File: config.mk
export PLATFORM = sky130hd
export DESIGN_NAME = fetch_ctrl
export DESIGN_NICKNAME = d
export VERILOG_FILES = /design/src/rtl/fetch_pkg.sv /design/src/rtl/sat_cnt16.sv /design/src/rtl/fetch_ctrl.sv
export SDC_FILE = /design/constraint.sdc
export NUM_CORES = 1
export LEC_CHECK = 0
export CORE_ASPECT_RATIO = 0.5
export CORE_MARGIN = 10
export CORE_UTILIZATION = 30
export DETAILED_ROUTE_END_ITERATION = 6
export GPL_ROUTABILITY_DRIVEN = 1
export SLEW_MARGIN = 10
export SYNTH_ARGS = -nofsm -noshare
export SYNTH_HDL_FRONTEND = slang
export SYNTH_SLANG_ARGS = --single-unit
File: constraint.sdc
create_clock -name clk -period 1.85 [get_ports clk]
set_clock_uncertainty 0.2 [all_clocks]
set_input_delay 0.37 -clock clk [delete_from_list [all_inputs] [get_ports clk]]
set_output_delay 0.37 -clock clk [all_outputs]
set_load 0.03 [all_outputs]
File: src/rtl/fetch_pkg.sv
// fetch_pkg: shared types and constants for the instruction-fetch controller.
//   ADDR_W / INSTR_W : address and instruction widths
//   NOP_INSTR        : value presented on if_instr after reset
//   fetch_state_e    : fetch controller state encoding
package fetch_pkg;

    localparam int unsigned ADDR_W  = 16;
    localparam int unsigned INSTR_W = 16;
    localparam logic [INSTR_W-1:0] NOP_INSTR = 16'h0000;

    typedef enum logic [2:0] {
        ST_IDLE,
        ST_FETCH,
        ST_HOLD,
        ST_DROP,
        ST_HALT
    } fetch_state_e;

endpackage

File: src/rtl/sat_cnt16.sv
// sat_cnt16: 16-bit up-counter that sticks at 16'hFFFF.
//   clk   : clock
//   rst_n : asynchronous active-low reset (clears count)
//   en    : count enable
//   clr   : synchronous clear, takes priority over en
//   cnt   : current count
module sat_cnt16 (
    input  logic        clk,
    input  logic        rst_n,
    input  logic        en,
    input  logic        clr,
    output logic [15:0] cnt
);

    logic [15:0] r_cnt;

    always_ff @(posedge clk or negedge rst_n) begin
        if (!rst_n) begin
            r_cnt <= '0;
        end else if (clr) begin
            r_cnt <= '0;
        end else if (en && (r_cnt != '1)) begin
            r_cnt <= r_cnt + 16'd1;
        end
    end

    assign cnt = r_cnt;

endmodule

File: src/rtl/fetch_ctrl.sv
// fetch_ctrl: instruction-fetch controller between the PC updater, the
// instruction memory and the IF/ID register.
//   clk, rst_n     : clock, asynchronous active-low reset
//   pc_cur         : current PC
//   pc_en          : PC updater advances this cycle (combinational)
//   imem_req/addr  : instruction-memory request and address (combinational)
//   imem_ready     : memory returns imem_rdata this cycle
//   stall          : hazard unit holds IF/ID
//   redirect       : taken branch, flush fetch
//   hlt_dec        : HLT decoded, stop the core
//   if_instr/valid : registered instruction to ID
//   halted         : registered halt flag
//   stall_cycles   : saturating count of memory wait cycles
module fetch_ctrl
    import fetch_pkg::*;
(
    input  logic               clk,
    input  logic               rst_n,
    input  logic [ADDR_W-1:0]  pc_cur,
    output logic               pc_en,
    output logic               imem_req,
    output logic [ADDR_W-1:0]  imem_addr,
    input  logic               imem_ready,
    input  logic [INSTR_W-1:0] imem_rdata,
    input  logic               stall,
    input  logic               redirect,
    input  logic               hlt_dec,
    output logic [INSTR_W-1:0] if_instr,
    output logic               if_valid,
    output logic               halted,
    output logic [15:0]        stall_cycles
);

    fetch_state_e       r_state;
    logic [INSTR_W-1:0] r_instr;
    logic               r_valid;
    logic               r_halted;
    logic [INSTR_W-1:0] r_buf;

    logic               w_req;
    logic               w_pc_en;
    logic               w_wait;

    // Request is a pure function of state so the address stays stable for
    // the whole access regardless of same-cycle control inputs.
    always_comb begin
        w_req   = (r_state == ST_FETCH);
        w_pc_en = 1'b0;
        if (!hlt_dec) begin
            case (r_state)
                ST_FETCH: w_pc_en = redirect | imem_ready;
                ST_HOLD,
                ST_DROP:  w_pc_en = redirect;
                default:  w_pc_en = 1'b0;
            endcase
        end
    end

    assign w_wait    = w_req & ~imem_ready;
    assign pc_en     = w_pc_en;
    assign imem_req  = w_req;
    assign imem_addr = w_req ? pc_cur : '0;

    always_ff @(posedge clk or negedge rst_n) begin
        if (!rst_n) begin
            r_state  <= ST_IDLE;
            r_instr  <= NOP_INSTR;
            r_valid  <= 1'b0;
            r_halted <= 1'b0;
            r_buf    <= '0;
        end else if (r_state == ST_HALT) begin
            r_state <= ST_HALT;
        end else if (hlt_dec) begin
            r_valid  <= 1'b0;
            r_halted <= 1'b1;
            r_state  <= ST_HALT;
        end else begin
            case (r_state)
                ST_IDLE: r_state <= ST_FETCH;
                ST_FETCH: begin
                    if (redirect) begin
                        // An access still in flight must be drained in DROP.
                        r_valid <= 1'b0;
                        r_state <= imem_ready ? ST_FETCH : ST_DROP;
                    end else if (stall) begin
                        if (imem_ready) begin
                            r_buf   <= imem_rdata;
                            r_state <= ST_HOLD;
                        end
                    end else if (imem_ready) begin
                        r_instr <= imem_rdata;
                        r_valid <= 1'b1;
                    end else begin
                        r_valid <= 1'b0;
                    end
                end
                ST_HOLD: begin
                    if (redirect) begin
                        r_valid <= 1'b0;
                        r_state <= ST_FETCH;
                    end else if (!stall) begin
                        r_instr <= r_buf;
                        r_valid <= 1'b1;
                        r_state <= ST_FETCH;
                    end
                end
                ST_DROP: begin
                    r_valid <= 1'b0;
                    if (imem_ready) begin
                        r_state <= ST_FETCH;
                    end
                end
                default: r_state <= ST_IDLE;
            endcase
        end
    end

    sat_cnt16 u_stall_cnt (
        .clk   (clk),
        .rst_n (rst_n),
        .en    (w_wait),
        .clr   (1'b0),
        .cnt   (stall_cycles)
    );

    assign if_instr = r_instr;
    assign if_valid = r_valid;
    assign halted   = r_halted;

endmodule
==> impl_metrics.json <==
{
  "antenna_found_initial": 0,
  "grt_pass1_wl_mm": 12.1,
  "yosysWarnings": 0,
  "r2r_cells": 6,
  "cts_tree": "built",
  "synth_fp_nets": 263,
  "grt_pass1_vias": 2319,
  "cp_max_fo": 8,
  "synth.most_common_cell": "dfrtp_1",
  "drtAntennaViolNets": 0,
  "hold_start": "halted$_DFFE_PN0P_",
  "crit_top_cell": "buf_4",
  "post-route-period-util": 1.07,
  "numCtsBuffers": 5,
  "synth_edf_count": 0,
  "drv_slew": 0,
  "ioPinCount": 90,
  "dp.cells": 452,
  "clkSlewWorstSetupHoldPaths_ps": 70,
  "wirelength_mm": 7.26,
  "hold_depth": 1,
  "relSlewSlack": 0.716,
  "port_buffers": 89,
  "regArea_mm2": 0.00133,
  "post-route-drc-count": 0,
  "routed-wl-met3_um": 228,
  "dp.final_hpwl_mm": 5.51,
  "synth_area_leaders": "dfrtp_1 50%, mux2i_1 6.4%, mux2_4 5.7%, xor2_1 4.6%, and2_1 4.0%",
  "n_antenna_cell": 0,
  "hold_path.class": "reg2reg",
  "reg2reg_setup_slack_ps": 10,
  "ys_ff_latch": 53,
  "crit_chain": "buf_4 -> inv_2 -> a21oi_1 -> nor4_2 -> buf_4",
  "dp_slack_ps": -295,
  "ys_seq_area_frac": 0.502,
  "drive_gt1_frac": 0.364,
  "final_util": 0.490,
  "async_flop_share": 1.00,
  "fmax_mhz": 505,
  "gp_congestion": 0.837,
  "std_cell_rows": 24,
  "htreeDepth": 2,
  "clockBufferDepth": 2,
  "die_y_um": 86.3,
  "grt_max_degree": 54,
  "slowest_delay_ps": 420,
  "drtPass1Iterations": 4,
  "cpMaxStageDelayCell": "dfrtp_1",
  "setup_viol": 17,
  "route.met2.wl_mm": 3.99,
  "timing.rr.start": "u_stall_cnt.cnt[0]$_DFFE_PN0P_",
  "syn_inst": 224,
  "stdcell_count": 466,
  "violations": "setup timing",
  "synth_ff_type": "dfrtp_1",
  "vias_per_cell": 4.50,
  "criticalPathCategory": "reg2out",
  "cts_root_buf": "clkbuf_16",
  "grt_overflow": 0,
  "grt_usage": 0.109,
  "dr.max_layer_used": "met4",
  "synthesis.area_mm2": 0.00264,
  "rsz0062_at_grt": "yes",
  "wire_per_inst_um": 15.6,
  "clock_insertion_delay_worst_skew_ps": 290,
  "synth_area_per_cell_um2": 11.8,
  "netlist.area_leader.share": 0.502,
  "design.core.area_mm2": 0.00865,
  "cp.required_ps": 1280,
  "yosysUniqueCellTypes": 45,
  "end_kind": "output pin",
  "fillers": 805,
  "vdd_drop_max_v": 0.000378,
  "cts_sinks": 53,
  "yosys.area.top_type": "dfrtp_1",
  "nNetsFinal": 388,
  "setup_ws_ps": -130,
  "hold_viol": 0,
  "start_util": 0.305,
  "area_delta_synth_final_pct": 60.5,
  "wl_met1_mm": 2.96,
  "die_x_um": 153,
  "min_to": "halted$_DFFE_PN0P_",
  "r2r_end": "u_stall_cnt.cnt[1]$_DFFE_PN0P_",
  "fin_crit_ps": 1980,
  "status": "complete, but fails checks",
  "vias": 2096,
  "powerDensity_mw_per_mm2": 539,
  "multi_input_area_mm2": 0.00139,
  "drt_iter0_drc": 105,
  "crit_arrival_ps": 1410,
  "die_area_mm2": 0.0132,
  "drv_cap": 0,
  "total_leakage_power_nw": 2.08,
  "yosys-top-cells-count": "53 x dfrtp_1, 24 x nand2_1, 17 x and2_1, 17 x mux2i_1, 14 x xor2_1",
  "startpoint_type": "flip-flop",
  "worst_pin_slew_ps": 422
}
## state kept, by name, summed over array words and instances (netlist names)
register,cells
if_instr,16
r_buf,16
u_stall_cnt.cnt,16
r_state,3
halted,1
if_valid,1
## power breakdown
group	total, mW	switching, mW	internal (mW)
registers	1.17	0.00401	1.17
logic	0.181	0.0788	0.102
clock network	0.932	0.435	0.497
total	2.28	0.517	1.77
## what timing repair did
item,CTS,global route
hold endpoints to repair,53,0
hold buffers,1,0
resized for setup,58,23
pin swaps,2,13
setup endpoints to repair,61,62
buffers inserted,3,3
## layout make-up
| cell class | instances | share of cell area |
|---|---|---|
| Clock buffer | 5 | 0.0295 |
| Sequential cell | 53 | 0.314 |
| Timing Repair Buffer | 128 | 0.289 |
| Inverter | 2 | 0.00177 |
| Multi-Input combinational cell | 159 | 0.327 |
| Clock inverter | 2 | 0.00384 |
| Tap cell | 117 | 0.0345 |
## through the flow
step                      hold slack, ps  setup TNS (ps)  total power [mW]  cell area [um2]
final                                252           -1860              2.28             4240
after CTS                            255           -1990              2.32             4120
after floorplan                     -126           -6.43              1.24             2700
after global placement               183           -9930              1.38             3900
after detailed placement             194          -11390              1.38             3900
after global routing                 269           -4720              2.38             4240
## how the worst max path moves through the flow
| stage | start | endpoint | cells after the start |
|---|---|---|---|
| detailed placement | hlt_dec | if_instr[14]$_DFFE_PN0P_ | 6 |
| global route | r_state[1]$_DFFE_PN0P_ | pc_en | 5 |
| global placement | imem_ready | u_stall_cnt.cnt[15]$_DFFE_PN0P_ | 5 |
| floorplan | u_stall_cnt.cnt[0]$_DFFE_PN0P_ | u_stall_cnt.cnt[9]$_DFFE_PN0P_ | 6 |
| finish | r_state[1]$_DFFE_PN0P_ | pc_en | 5 |
| CTS | r_state[1]$_DFFE_PN0P_ | imem_addr[5] | 4 |
## worst max-delay path, delay by kind of cell (launching register included)
family	cells	cell delay, ps
and+or+nand+nor	1	150
DFF	1	420
AOI/OAI and AO/OA	1	80
buffers and inverters	3	470
## metal layers
layer	global-route usage	up-vias
li1	-	1031
met5	0	-
met1	0.127	1033
met4	0.0284	0
met3	0.0262	7
met2	0.200	25
## logic make-up (layout without fill, tap and decap cells)
kind of cell	Yosys count	in the layout	synth area share
and+or+nand+nor	82	82	0.199
DFF	53	53	0.502
muxes	34	34	0.151
AOI/OAI and AO/OA	26	26	0.0550
xor gates and xnor gates	15	15	0.0498
buffers and inverters	12	137	0.0346
adders and majority gates	2	2	0.00853
## cell usage in the layout, fill, tap and decap left out, types with 2 or more instances in the layout
cell,netlist,routed
dfrtp_1,53,49
clkdlybuf4s50_1,0,35
dlygate4sd2_1,0,35
buf_4,1,32
nand2_1,24,24
buf_6,5,19
mux2i_1,17,17
xor2_1,14,13
mux2_4,10,11
o21ai_1,11,10
o21ai_0,9,9
and2_2,0,8
and2_4,0,6
mux2_2,7,6
clkbuf_16,0,5
buf_12,0,5
nor2_1,8,4
nand4_1,4,4
dfrtp_2,0,4
and2_1,17,3
nor3_4,1,3
nor3b_2,1,3
and3_1,3,3
nor2_2,0,3
nand2b_4,2,2
nor4_4,1,2
nor3_2,0,2
Note: power is estimated with default switching activity, not from simulation.
